--- src/rtl/fpu_issue_pkg.sv ---
// Shared COP1 encodings, scoreboard entry type and head-instruction decode
// for the FPU issue controller.
package fpu_issue_pkg;

   // COP1 major opcode
   localparam logic [5:0] OP_COP1 = 6'h11;

   // fmt field values (inst[25:21])
   localparam logic [4:0] FMT_MF = 5'h00;
   localparam logic [4:0] FMT_MT = 5'h04;
   localparam logic [4:0] FMT_S  = 5'h10;
   localparam logic [4:0] FMT_PS = 5'h16;

   // funct field values (inst[5:0]) of the arithmetic group
   localparam logic [5:0] FN_ADD = 6'h00;
   localparam logic [5:0] FN_SUB = 6'h01;
   localparam logic [5:0] FN_MUL = 6'h02;
   localparam logic [5:0] FN_DIV = 6'h03;

   // Instruction word presented to the FPU when nothing may issue
   localparam logic [31:0] BUBBLE = 32'h0;

   // Instruction classes the scoreboard cares about
   typedef enum logic [1:0] {
      CLS_OTHER,
      CLS_ARITH,
      CLS_MTC,
      CLS_MFC
   } inst_cls_t;

   // One scoreboard slot: an in-flight write to an FPR pair
   typedef struct packed {
      logic       valid;
      logic [3:0] pair;
   } sb_entry_t;

   // Register usage of one instruction
   typedef struct packed {
      logic       writes;
      logic [3:0] dest;
      logic       rd_fs;
      logic       rd_ft;
   } dec_t;

   // Classify a word; anything not recognised is CLS_OTHER
   function automatic inst_cls_t fpu_classify(input logic [31:0] inst);
      logic cop1;
      cop1 = (inst[31:26] == OP_COP1);
      if (cop1 && (inst[5:0] <= FN_DIV) && inst[25])
         return CLS_ARITH;
      else if (cop1 && (inst[25:21] == FMT_MT) && (inst[10:0] == 11'h0))
         return CLS_MTC;
      else if (cop1 && (inst[25:21] == FMT_MF) && (inst[10:0] == 11'h0))
         return CLS_MFC;
      else
         return CLS_OTHER;
   endfunction

   // Pair-level register usage: arith writes fd, mtc writes fs;
   // arith reads fs and ft, mfc reads fs
   function automatic dec_t fpu_decode(input logic [31:0] inst);
      dec_t      d;
      inst_cls_t cls;
      cls      = fpu_classify(inst);
      d        = '0;
      unique case (cls)
         CLS_ARITH: begin
            d.writes = 1'b1;
            d.dest   = inst[10:7];
            d.rd_fs  = 1'b1;
            d.rd_ft  = 1'b1;
         end
         CLS_MTC: begin
            d.writes = 1'b1;
            d.dest   = inst[15:12];
         end
         CLS_MFC: begin
            d.rd_fs  = 1'b1;
         end
         default: ;
      endcase
      return d;
   endfunction

endpackage

--- src/rtl/fpu_issue_fifo.sv ---
// Synchronous instruction FIFO, DEPTH entries (power of two, >= 2).
// No bypass: a word written this cycle appears on data_o next cycle.
module fpu_issue_fifo #(
   parameter int unsigned DEPTH = 4,
   parameter int unsigned WIDTH = 32
) (
   input  logic             clk_i,
   input  logic             rst_i,
   input  logic             push_i,
   input  logic [WIDTH-1:0] data_i,
   input  logic             pop_i,
   output logic [WIDTH-1:0] data_o,
   output logic             full_o,
   output logic             empty_o
);

   localparam int unsigned AW = $clog2(DEPTH);

   logic [WIDTH-1:0] mem_q [DEPTH];
   logic [AW-1:0]    wr_ptr_q, rd_ptr_q;
   logic [AW:0]      count_q;
   logic             do_push, do_pop;

   assign full_o  = (count_q == (AW+1)'(DEPTH));
   assign empty_o = (count_q == '0);
   assign do_push = push_i & ~full_o;
   assign do_pop  = pop_i & ~empty_o;
   assign data_o  = mem_q[rd_ptr_q];

   // Storage array; contents need no reset since count gates validity
   always_ff @(posedge clk_i) begin
      if (do_push)
         mem_q[wr_ptr_q] <= data_i;
   end

   // Pointers wrap naturally at DEPTH; count tracks occupancy
   always_ff @(posedge clk_i) begin
      if (rst_i) begin
         wr_ptr_q <= '0;
         rd_ptr_q <= '0;
         count_q  <= '0;
      end else begin
         if (do_push)
            wr_ptr_q <= wr_ptr_q + 1'b1;
         if (do_pop)
            rd_ptr_q <= rd_ptr_q + 1'b1;
         unique case ({do_push, do_pop})
            2'b10:   count_q <= count_q + 1'b1;
            2'b01:   count_q <= count_q - 1'b1;
            default: count_q <= count_q;
         endcase
      end
   end

endmodule

--- src/rtl/fpu_issue_ctrl.sv ---
// COP1 issue controller: FIFO-buffers instructions from the core, issues
// one per cycle to the FPU, and inserts bubbles on FPR-pair RAW hazards
// against a two-slot scoreboard mirroring the FPU EX and WB stages, or
// while the FPU holds.
// Optional feature macro: FPU_ISSUE_PERF_EN enables perf counters;
// without it perf_issued/perf_bubbles read as zero.
module fpu_issue_ctrl
   import fpu_issue_pkg::*;
#(
   parameter int unsigned DEPTH = 4
) (
   input  logic        clk,
   input  logic        rst,
   input  logic        in_valid,
   output logic        in_ready,
   input  logic [31:0] in_inst,
   input  logic        fpu_hold,
   output logic [31:0] fpu_inst,
   output logic        issue,
   output logic [31:0] perf_issued,
   output logic [31:0] perf_bubbles
);

   logic        fifo_full, fifo_empty;
   logic        push;
   logic [31:0] head;
   logic        head_valid;
   logic        hazard;
   dec_t        dec;
   sb_entry_t   sb_ex_q, sb_ex_d, sb_wb_q;

   assign in_ready   = ~fifo_full & ~rst;
   assign push       = in_valid & in_ready;
   assign head_valid = ~fifo_empty;

   fpu_issue_fifo #(
      .DEPTH (DEPTH),
      .WIDTH (32)
   ) u_fifo (
      .clk_i   (clk),
      .rst_i   (rst),
      .push_i  (push),
      .data_i  (in_inst),
      .pop_i   (issue),
      .data_o  (head),
      .full_o  (fifo_full),
      .empty_o (fifo_empty)
   );

   // Hazard check of the head against both in-flight writes, then issue
   always_comb begin
      hazard   = 1'b0;
      fpu_inst = BUBBLE;
      issue    = 1'b0;
      sb_ex_d  = '0;
      dec      = fpu_decode(head);
      if (dec.rd_fs &&
          ((sb_ex_q.valid && sb_ex_q.pair == head[15:12]) ||
           (sb_wb_q.valid && sb_wb_q.pair == head[15:12])))
         hazard = 1'b1;
      if (dec.rd_ft &&
          ((sb_ex_q.valid && sb_ex_q.pair == head[20:17]) ||
           (sb_wb_q.valid && sb_wb_q.pair == head[20:17])))
         hazard = 1'b1;
      if (head_valid && !hazard) begin
         fpu_inst = head;
         issue    = ~fpu_hold;
      end
      if (issue && dec.writes) begin
         sb_ex_d.valid = 1'b1;
         sb_ex_d.pair  = dec.dest;
      end
   end

   // Scoreboard shifts with the FPU pipeline and freezes with it on hold
   always_ff @(posedge clk) begin
      if (rst) begin
         sb_ex_q <= '0;
         sb_wb_q <= '0;
      end else if (!fpu_hold) begin
         sb_ex_q <= sb_ex_d;
         sb_wb_q <= sb_ex_q;
      end
   end

`ifdef FPU_ISSUE_PERF_EN
   logic [31:0] perf_issued_q, perf_bubbles_q;

   // Issue and bubble counters, wrapping at 2^32
   always_ff @(posedge clk) begin
      if (rst) begin
         perf_issued_q  <= '0;
         perf_bubbles_q <= '0;
      end else begin
         if (issue)
            perf_issued_q <= perf_issued_q + 32'd1;
         if (head_valid && !issue)
            perf_bubbles_q <= perf_bubbles_q + 32'd1;
      end
   end

   assign perf_issued  = perf_issued_q;
   assign perf_bubbles = perf_bubbles_q;
`else
   assign perf_issued  = '0;
   assign perf_bubbles = '0;
`endif

endmodule

--- config.mk ---
export PLATFORM = sky130hd
export DESIGN_NAME = fpu_issue_ctrl
export DESIGN_NICKNAME = d
export VERILOG_FILES = /design/src/rtl/fpu_issue_pkg.sv /design/src/rtl/fpu_issue_fifo.sv /design/src/rtl/fpu_issue_ctrl.sv
export SDC_FILE = /design/constraint.sdc
export NUM_CORES = 1
export LEC_CHECK = 0
export BUFFER_PORTS_ARGS = -buffer_cell sky130_fd_sc_hd__buf_2
export CORE_ASPECT_RATIO = 1.25
export CORE_MARGIN = 2
export CORE_UTILIZATION = 38
export CTS_BUF_LIST = sky130_fd_sc_hd__clkbuf_8 sky130_fd_sc_hd__clkbuf_16
export DETAILED_ROUTE_END_ITERATION = 10
export GPL_ROUTABILITY_DRIVEN = 0
export GPL_TIMING_DRIVEN = 0
export PLACE_DENSITY = 0.6
export SLEW_MARGIN = 20
export SYNTH_ARGS = -nofsm -noshare
export SYNTH_HDL_FRONTEND = slang
export SYNTH_HIERARCHICAL = 1
export SYNTH_SLANG_ARGS = --single-unit
--- constraint.sdc ---
create_clock -name clk -period 5.53 [get_ports clk]
set_input_delay 1.659 -clock clk [delete_from_list [all_inputs] [get_ports clk]]
set_output_delay 1.659 -clock clk [all_outputs]
set_load 0.02 [all_outputs]
### After elaboration in Yosys (flattened, before gate mapping)

Memory sizes are Yosys's and may differ from the RTL's. A register that Yosys moved wholly into a read port is not among the register bits.
Cells that the tools add are included.

* register bits: 17
* bits in writable memories: 128
* output and inout port bits: 98
* word-level logic and storage cells: 71
* memories: 1

* add/subtract/negate cells: 4
* order comparisons: 1
* equality and inequality tests: 12
* muxes and demuxes: 16
* bitwise logic cells: 8
* reductions and logical operators: 22

Memory list
* u_fifo.mem_q: words 4, width 32, read ports 1, clocked after Yosys merged registers in 1, write ports 1, line fpu_issue_fifo.sv:19 `logic [WIDTH-1:0] mem_q [DEPTH];`

Operators by type and width (number)
* $mux 32: 1
* $eq 4x4->1: 4
* $logic_and 1x1->1: 14
* $logic_not 11->1: 1
* $mux 2: 5
* $pmux 5 s2: 1
* $mux 1: 7
* $eq 2x2->1 const B: 3
* $eq 6x5->1 const B: 1
* $le 6x2->1 const B: 1
* $pmux 3 s2: 1
* $eq 5x3->1 const B: 1
* $logic_not 5->1: 1
* $mux 5: 1
* $add 2x1->2 const B: 2
* $and 1x1->1: 4
* $eq 2x1->1 const B: 2
* $not 1->1: 4
* $add 3x1->3 const B: 1
* $eq 3x3->1 const B: 1
* $logic_not 3->1: 1
* $sub 3x1->3 const B: 1
* $logic_or 1x1->1: 2
* $reduce_bool 2->1: 1
* other kinds (2): 2

### Longest topological paths before layout

Gate-level depths: netlist of the first run.

* word-level depth: 18
* gate-level depth with buffers: 18

### Hierarchy

The synthesis of the first run kept the hierarchy.

Modules (own cells, without submodules)
* fpu_issue_fifo: instances 1, cells an instance 221, area each 5143.7 µm², seq. area each 4023.9 µm²
* fpu_issue_ctrl: instances 1, cells an instance 199, area each 1529.0 µm², seq. area each 200.2 µm²

### Worst setup path after synthesis of the first run

No wires, ideal clock.

* path kind: input -> output
* start point: in fpu_hold
* end point: out issue
* arrival: 2578 ps
* path slack: 1293 ps
* cell stages on the path: 2
* buffers on the path: 1
* path through: clkbuf_1 nor3b_1

* cells in the longest elaborated chain, start to end: 2

RTL lines
* from (decl): line fpu_issue_ctrl.sv:17 `input logic fpu_hold,`
* $not 1->1: line fpu_issue_ctrl.sv:67 `issue = ~fpu_hold;`
* $mux 1: line fpu_issue_ctrl.sv:65 `if (head_valid && !hazard) begin`
* to (decl): line fpu_issue_ctrl.sv:19 `output logic issue,`

No other way between the ends.

==> results of run 1 <==
report_power, final:
group          internal, mW  leakage [nW]  switching [mW]
registers              1.23          1.32         0.00816
clock network         0.713         0.287           0.442
logic                 0.138          1.58           0.214
total                  2.08          3.19           0.664
cell families (layout without fill, tap and decap cells):
kind of cell / Yosys count / in the layout / synth area share [%]
compound gates: 27 / 27 / 2.756
xor+xnor: 19 / 19 / 2.494
fa+ha+maj: 6 / 6 / 1.238
buf+inv: 88 / 190 / 9.713
flops: 147 / 147 / 63.30
mux: 38 / 38 / 11.81
other cells: 1 / 65 / 0.05620
simple gates: 94 / 94 / 8.626
per-stage QoR:
step | area, sq um | worst slack (ns) | std cells
detailed placement | 7617 | 0.6382 | 778
finish | 8224 | 0.3704 | 810
global route | 8224 | 0.1120 | 810
floorplan | 6909 | 1.293 | 483
global placement | 7525 | 0.7013 | 774
CTS | 8222 | 0.1930 | 809
registers in the layout, summed over array words and instances, names as in the netlist, named ones only:
register,cells
u_fifo/mem_q,128
sb_ex_q,5
sb_wb_q,5
u_fifo/count_q,3
u_fifo/rd_ptr_q,2
u_fifo/wr_ptr_q,2
synthesized netlist by cell type (all sizes together):
cell,n,share of area (%)
buf,76,9.0
dfxtp,19,5.7
nor4b,4,0.52
edfxtp,128,58
nand2b,2,0.19
xnor2,4,0.52
ha,5,0.94
nor2,14,0.90
a31oi,1,0.094
or3,3,0.28
nor3b,3,0.49
a31o,1,0.13
mux4,32,11
inv,9,0.51
nand3,2,0.15
fa,1,0.30
o31ai,5,0.71
or4,2,0.28
xor2,15,2.0
mux2i,6,0.90
a211o,1,0.13
nor2b,10,0.94
nand2,6,0.34
a211oi,1,0.11
and3,6,0.56
nand3b,1,0.11
nor3,6,0.52
and2,29,2.7
conb,1,0.056
o21ai,5,0.37
and2b,1,0.11
clkbuf,3,0.17
a32oi,4,0.52
a21oi,9,0.67
nand4,2,0.19
and4,1,0.13
nor4,2,0.19
path summary, 6_finish.rpt:
| check | start | slack, ns | cells after the start | endpoint |
|---|---|---|---|---|
| max | flip-flop | 0.37 | 12 | fpu_inst[19] |
| min | u_fifo/rd_ptr_q[1] | 0.53 | 2 | u_fifo/rd_ptr_q[1] |
| min reg2reg | u_fifo/rd_ptr_q[1] | 0.53 | 2 | u_fifo/rd_ptr_q[1] |
| max reg2reg | flip-flop | 1.36 | 18 | u_fifo/count_q[2] |
metal layers:
layer	track usage (%)	wire length, microns
met5	0	0
met3	2.994	585
met1	16.60	5295
met4	5.966	236
met2	27.75	7464
critical path, delay by kind of cell (launching register included):
family | cells | cell delay, ns
compound gates | 2 | 0.36
flops | 1 | 0.32
buf+inv | 5 | 0.84
mux | 1 | 0.53
simple gates | 4 | 1.04
cell type report:
type | instances | share of cell area (%)
multi-input combinational | 248 | 24.83
inverter | 9 | 0.4108
tap | 224 | 3.408
clock buffer | 17 | 5.173
buffer | 79 | 7.470
antenna | 1 | 0.03043
clock inverter | 14 | 2.176
sequential | 147 | 51.36
timing repair buffer | 71 | 5.142
==> impl_metrics.yaml, run 1 <==
clock_tree:
  clock-sinks: 147
  clkLatencyLatePin_ns: 0.41
  cts_tree: "yes"
  numCtsBuffers: 17
  clk_path_buf_depth: 2
  ctsHoldBuffers: 0
  htree_levels: 4
  cts_root_buffer: "clkbuf_16"
  post_cts_resized: 0
  post_cts_buffers: 0
  clk_pin_slew_ns: 0.06
floorplan:
  start_util_pct: 38.43
  die_h_microns: 152.2
  die_width_microns: 122.5
  die_area_sq_mm: 0.01864
  row_count: 54
  pin_count: 134
  placeableCoreArea_sq_mm: 0.01736
sta:
  skew_ns: 0.006990
  fin_crit_sh_pct: 93.30
  hold_ws_ns: 0.5260
  tns_ns: 0
  hold_violations: 0
  finalMaxSlewViolations: 0
  fin_crit_ns: 5.160
  slew_headroom_pct: 56.34
  fmax_mhz: 193.8
  worstMarginPinSlew_ns: 0.6549
  setup_viol: 0
  rsz0062_at_grt: "false"
route:
  post_drt_via_cell_ratio: 4.611
  wl_per_cell_microns: 16.77
  route.vias.total: 3735
  antenna_left: 0
  first_pass_iters: 4
  dr.first_iter.drc_count: 202
  routed_wl_microns: 13580
  drc: 0
yosys:
  netlist_area_sq_mm: 0.006673
  syn_inst: 420
  synthDistinctLibCells: 47
  synth_warnings: 6
  synth_seq_cells: 147
  synth-seq-area-share_pct: 63.30
  synth_area_per_cell_sq_um: 15.89
worst_setup_path:
  crit_fanout: 10
  cpPeakStageDelay_ns: 0.53
  worst-setup-path-type: "flip-flop to output port"
  crit_arrival_ns: 3.50
  crit_path_top_delay_cell: "mux4_2"
  cp.required_ns: 3.87
  end_kind: "output port"
  start_kind: "flip-flop"
  critical_path.cell_chain: "buf_6, buf_12, mux4_2, nor4_1, and3_1, buf_2, nand2_1, a21oi_1, o31ai_2, buf_6, and2_1, buf_2"
layout:
  syn_to_final_growth_pct: 23.25
  final_common_cell: "edfxtp_1"
  multiInputGateArea_sq_mm: 0.002042
  final_cell_mix: "128 x edfxtp_1, 72 x buf_2, 64 x buf_4, 64 x conb_1, 30 x mux4_2"
  fin_nets: 615
  seq_area_sq_mm: 0.004224
  post-route-util_pct: 47.36
  fill_cells: 1524
  layout-drive-gt1-share_pct: 37.09
grt:
  grt_pass1_vias: 3839
  grt_max_degree: 26
  antenna_found_initial: 1
  grtUsageTotal_pct: 15.04
  grt_pass1_wl_microns: 20610
  grt-ovfl-total: 0
placement:
  port_buffers: 67
  dpl.hpwl_microns: 9720
pwr:
  p_leak_nw: 3.185
  power_mw: 2.744
  vdd_drop_max_uv: 247.3
  p_per_area_mw_per_mm2: 333.7
flow_run:
  max_cap_violations: 0
worst_hold_path:
  hold_path_class: "flip-flop to flip-flop"
outcome:
  outcome: "finished, final reports clean"
No activity file was read; power rests on OpenSTA's default activity.
==> inputs of run 2 (changes only) <==
CELL_PAD_IN_SITES_DETAIL_PLACEMENT = 0   (was not set)
CELL_PAD_IN_SITES_GLOBAL_PLACEMENT = 2   (was not set)
CORE_UTILIZATION = 42   (was 38)
PLACE_DENSITY = 0.86   (was 0.6)
SYNTH_HIERARCHICAL = not set   (was 1)
==> impl_metrics.yaml, run 2 <==
flow_run:
  max_cap_violations: 0
worst_setup_path:
  start_kind: "flip-flop"
  cp.required_ns: 3.87
  crit_path_top_delay_cell: "mux4_2"
  cp_common_cell: "buf_6"
  cpPeakStageDelay_ns: 0.59
  critical_path.cell_chain: "buf_6, buf_12, buf_6, mux4_2, or3_1, clkbuf_1, nor4_2, o32ai_2, and2b_2, clkbuf_2, and2_1, buf_2"
  crit_cells: 12
  cpLargestDelayFamily: "simple AND/OR/NAND/NOR gates"
  critical_path_buf_inv_count: 6
  crit_arrival_ns: 3.65
  rrSetupSlack_ns: 1.52
  r2r-end: "u_fifo.count_q[2]"
  worstRegToRegCells: 15
  end_kind: "output port"
  worst-setup-path-type: "flip-flop to output port"
  crit_fanout: 10
pwr:
  vdd_drop_max_uv: 307.0
  p_leak_nw: 3.148
  p_per_area_mw_per_mm2: 424.6
sta:
  fin_crit_ns: 5.311
  fin_crit_sh_pct: 96.05
  skew_ns: 0.01004
  setup_viol: 0
  fmax_mhz: 188.3
  hold_violations: 0
  rsz0062_at_grt: "false"
  tns_ns: 0
  worstMarginPinSlew_ns: 0.6071
  finalMaxSlewViolations: 0
  slew_headroom_pct: 59.22
clock_tree:
  cts_tree: "yes"
  htree_levels: 4
  cts_root_buffer: "clkbuf_16"
  numCtsBuffers: 17
  clk_pin_slew_ns: 0.06
  ctsHoldBuffers: 0
  clkLatencyLatePin_ns: 0.42
  clk_path_buf_depth: 2
  clock-sinks: 147
  post_cts_buffers: 0
yosys:
  synth_edf_count: 128
  synthFlopType: "edfxtp_1"
  synth_area_per_cell_sq_um: 15.71
  synth_top_area_share_pct: 57.58
  synth-seq-area-share_pct: 63.28
  synth_seq_cells: 147
  yosysMostFrequentCell: "edfxtp_1"
  async_flop_share_pct: 0
  netlist_area_sq_mm: 0.006675
  synth_commonest_cells: "128 x edfxtp_1, 65 x buf_4, 33 x and2_1, 32 x mux4_2, 19 x dfxtp_1"
  syn_inst: 425
  synth_warnings: 0
  ys_top_cells_by_area: "edfxtp_1 58%, mux4_2 11%, buf_4 7.3%"
  post-synth-top-area-cell: "edfxtp_1"
  synthDistinctLibCells: 42
layout:
  largest_reg_flops: 128
  syn_to_final_growth_pct: 23.88
  final_common_cell: "edfxtp_1"
  seq_area_sq_mm: 0.004224
  fin_area_sq_mm: 0.008269
  multiInputGateArea_sq_mm: 0.002106
  top_register: "u_fifo.mem_q"
  largestRegisters: "u_fifo.mem_q: 128 flops, sb_ex_q: 5 flops, sb_wb_q: 5 flops"
  final_cell_mix: "128 x edfxtp_1, 71 x buf_2, 66 x buf_4"
  layout-drive-gt1-share_pct: 38.79
  fill_cells: 1350
  fin_nets: 622
  antenna_cells: 0
floorplan:
  die_width_microns: 116.8
  pin_count: 134
  row_count: 51
  placeableCoreArea_sq_mm: 0.01557
  start_util_pct: 42.87
  die_area_sq_mm: 0.01692
  die_h_microns: 145.0
route:
  route.vias.total: 3740
  routed_wl_microns: 13020
  antenna_left: 0
  dr.first_iter.drc_count: 164
  post_drt_via_cell_ratio: 4.646
  first_pass_iters: 5
  wl_per_cell_microns: 16.18
  drc: 0
worst_hold_path:
  min_to: "u_fifo.count_q[2]"
  hold_path_class: "flip-flop to flip-flop"
  hold_depth: 2
  worstHoldStart: "u_fifo.count_q[2]"
placement:
  dpl_cell_area_sq_mm: 0.007607
  dpl.hpwl_microns: 9331
  port_buffers: 69
grt:
  grt_pass1_vias: 3720
  antenna_found_initial: 0
  grtUsageTotal_pct: 15.99
  grt_max_degree: 27
  grt_pass1_wl_microns: 20000
  grt-ovfl-total: 0
outcome:
  outcome: "finished, final reports clean"
==> run 2: area by class of cell <==
cell class                 count  share of cell area (%)
sequential                   147                   51.08
multi-input combinational    252                   25.47
buffer                        81                   7.429
clock buffer                  18                   5.311
timing repair buffer          73                   5.145
tap                          212                   3.208
clock inverter                14                   1.997
inverter                       8                  0.3631
==> run 2: worst min-delay path: cells and delay by family (launching register included) <==
family / cells / cell delay, ns
compound gates: 2 / 0.15
flops: 1 / 0.34
==> run 2: repair_timing <==
action                                  4_1_cts  5_1_grt
resized for setup                             7       11
cloned                                        0        0
endpoints found under the setup margin       30       30
endpoints found under the hold margin         0        0
==> run 2: cells by family after synthesis <==
family / count (synthesis) / synth area share, %
flops: 147 / 63.28
simple gates: 98 / 8.585
buf+inv: 89 / 9.335
mux: 47 / 13.08
compound gates: 20 / 2.193
xor+xnor: 17 / 2.231
fa+ha+maj: 6 / 1.237
other cells: 1 / 0.05618
==> run 2: per-layer routing <==
metal | up-vias | routed length, microns | track usage (%)
met1 | 1799 | 5199 | 18.58
met4 | 0 | 120 | 4.941
met2 | 143 | 6862 | 28.38
met5 | - | 0 | 0
met3 | 10 | 838 | 4.219
li1 | 1788 | - | -
==> run 2: worst max-delay path by stage <==
stage / start / endpoint / slack (ns)
after CTS: flip-flop / fpu_inst[13] / 0.01
final: flip-flop / fpu_inst[23] / 0.22
after global placement: flip-flop / fpu_inst[13] / 0.17
after floorplan: flip-flop / fpu_inst[10] / 1.16
after detailed placement: flip-flop / fpu_inst[13] / 0.12
after global routing: flip-flop / fpu_inst[25] / 0.01
==> run 2: metrics by stage <==
stage	total power, mW	setup WS [ns]	cells	hold slack [ns]	util (%)
2_1_floorplan	2.058	1.164	488	0.4718	-
3_3_place_gp	2.353	0.1742	769	0.4886	48.31
3_5_place_dp	2.371	0.1231	773	0.5232	48.86
4_1_cts	3.535	0.01199	805	0.5320	52.87
5_1_grt	3.671	0.009618	805	0.5788	53.11
6_report	3.511	0.2186	805	0.5371	53.11
==> run 2: power breakdown <==
part | leakage, nW | internal, mW | total, mW | switching (mW)
Combinational | 1.54 | 0.443 | 1.07 | 0.625
Clock | 0.291 | 0.689 | 1.16 | 0.467
Sequential | 1.32 | 1.27 | 1.29 | 0.0204
Total | 3.15 | 2.40 | 3.51 | 1.11
==> inputs of run 3 (changes only) <==
GPL_TIMING_DRIVEN = not set   (was 0)
PLACE_DENSITY = 0.83   (was 0.86)
==> impl_metrics.yaml, run 3 (synthesized netlist as in run 2, its figures left out) <==
floorplan:
  die_width_microns: 116.8
  die_area_sq_mm: 0.01692
  row_count: 51
  pin_count: 134
  die_h_microns: 145.0
  placeableCoreArea_sq_mm: 0.01557
  start_util_pct: 42.87
placement:
  port_buffers: 69
  dpl.cell_count: 698
  dp_slack_ns: 0.5374
  dpl.hpwl_microns: 8189
layout:
  syn_to_final_growth_pct: 13.89
  final_common_cell: "edfxtp_1"
  fin_cells: 729
  largestRegisters: "u_fifo.mem_q: 128 flops, sb_ex_q: 5 flops, sb_wb_q: 5 flops"
  largest_reg_flops: 128
  post-route-util_pct: 48.83
  fin_nets: 547
  layout-drive-gt1-share_pct: 28.43
  top_register: "u_fifo.mem_q"
  antenna_cells: 0
  final_cell_mix: "128 x edfxtp_1, 69 x buf_2, 64 x conb_1"
worst_setup_path:
  crit_arrival_ns: 3.57
  critical_path.cell_chain: "buf_4, mux4_2, nor4_1, nand2_1, nor4_2, o32ai_2, and2b_1, buf_12, and2_1, buf_2"
  end_kind: "output port"
  start_kind: "flip-flop"
  cpPeakStageDelay_ns: 0.58
  worst-setup-path-type: "flip-flop to output port"
  crit_fanout: 32
  r2r-end: "u_fifo.count_q[2]"
  cpLargestDelayFamily: "simple AND/OR/NAND/NOR gates"
  rrSetupSlack_ns: 1.33
  critical_path_buf_inv_count: 3
  cp.required_ns: 3.87
  worstRegToRegCells: 14
  crit_path_top_delay_cell: "dfxtp_2"
flow_run:
  max_cap_violations: 0
grt:
  grt_max_degree: 33
  grt_pass1_wl_microns: 19380
  grtUsageTotal_pct: 15.15
  grt-ovfl-total: 0
  grt_pass1_vias: 3599
  antenna_found_initial: 0
pwr:
  vdd_drop_max_uv: 255.9
  p_per_area_mw_per_mm2: 441.5
  p_leak_nw: 2.734
sta:
  rsz0062_at_grt: "false"
  slew_headroom_pct: 60.19
  hold_violations: 0
  finalWorstSetupSlack_ns: 0.3000
  setup_viol: 0
  hold_ws_ns: 0.5161
  tns_ns: 0
  finalMaxSlewViolations: 0
  fmax_mhz: 191.2
  worstMarginPinSlew_ns: 0.5926
  skew_ns: 0.02391
  fin_crit_ns: 5.230
  fin_crit_sh_pct: 94.58
clock_tree:
  clkLatencyLatePin_ns: 0.42
  clk_path_buf_depth: 2
  post_cts_buffers: 0
  clock-sinks: 147
  htree_levels: 4
  cts_root_buffer: "clkbuf_16"
  clk_pin_slew_ns: 0.06
  numCtsBuffers: 17
  cts_tree: "yes"
outcome:
  outcome: "finished, final reports clean"
route:
  drc: 0
  wl_per_cell_microns: 16.83
  route.vias.total: 3544
  antenna_left: 0
  routed_wl_microns: 12270
  first_pass_iters: 5
  post_drt_via_cell_ratio: 4.861
  dr.first_iter.drc_count: 185
worst_hold_path:
  hold_path_class: "flip-flop to flip-flop"
  hold_depth: 2
  worstHoldStart: "u_fifo.count_q[2]"
  min_to: "u_fifo.count_q[2]"
==> run 3: cell count changes in the layout (fill, tap and decap cells not counted), sizes merged <==
| cell | before | now |
|---|---|---|
| clkinv | 3 | 4 |
| inv | 15 | 13 |
| clkinvlp | 2 | 3 |
| buf | 147 | 79 |
| clkbuf | 25 | 17 |
==> run 3: how the worst max path moves through the flow <==
stage	depth (start not counted)	slack, ns	to
finish	10	0.30	fpu_inst[14]
global route	10	0.02	fpu_inst[17]
CTS	11	0.10	fpu_inst[17]
detailed placement	11	0.54	fpu_inst[17]
global placement	11	0.60	fpu_inst[17]
floorplan	11	1.16	fpu_inst[10]
==> run 3: through the flow <==
step | power [mW] | cell area [sq um]
final | 3.356 | 7602
after global routing | 3.514 | 7602
after CTS | 3.399 | 7600
after detailed placement | 2.318 | 7032
after global placement | 2.306 | 7032
after floorplan | 2.058 | 6912
==> run 3: area by class of cell <==
cell class                      instances  area, sq um
Fill cell                            1347         7968
Sequential cell                       147         4229
Multi-Input combinational cell        252         2064
Timing Repair Buffer                   79        445.4
Clock buffer                           17        425.4
Tap cell                              212        265.3
Clock inverter                         14        142.6
Inverter                                8        30.03
==> run 3: power by group <==
group	switching, mW	leakage, nW	internal (mW)
registers	0.0465	1.32	1.27
logic	0.564	1.14	0.396
clock network	0.421	0.280	0.659
==> run 3: worst min-delay path, cell delays in order, from the launching register on <==
cell and delay (ns):
dfxtp_1 0.33, o21ai_0 0.08, a21oi_1 0.06
==> run 3: routing by layer <==
metal | track usage [%] | wire, microns | vias to the layer above
met3 | 2.799 | 509 | 10
met4 | 4.647 | 130 | 0
met2 | 26.21 | 6634 | 132
li1 | - | - | 1624
met1 | 19.11 | 4993 | 1778
met5 | 0 | 0 | -
==> run 3: timing repair <==
| item | in CTS | in global routing |
|---|---|---|
| endpoints found under the setup margin | 0 | 32 |
| gates resized for setup | 0 | 1 |
| hold buffers | 0 | 0 |
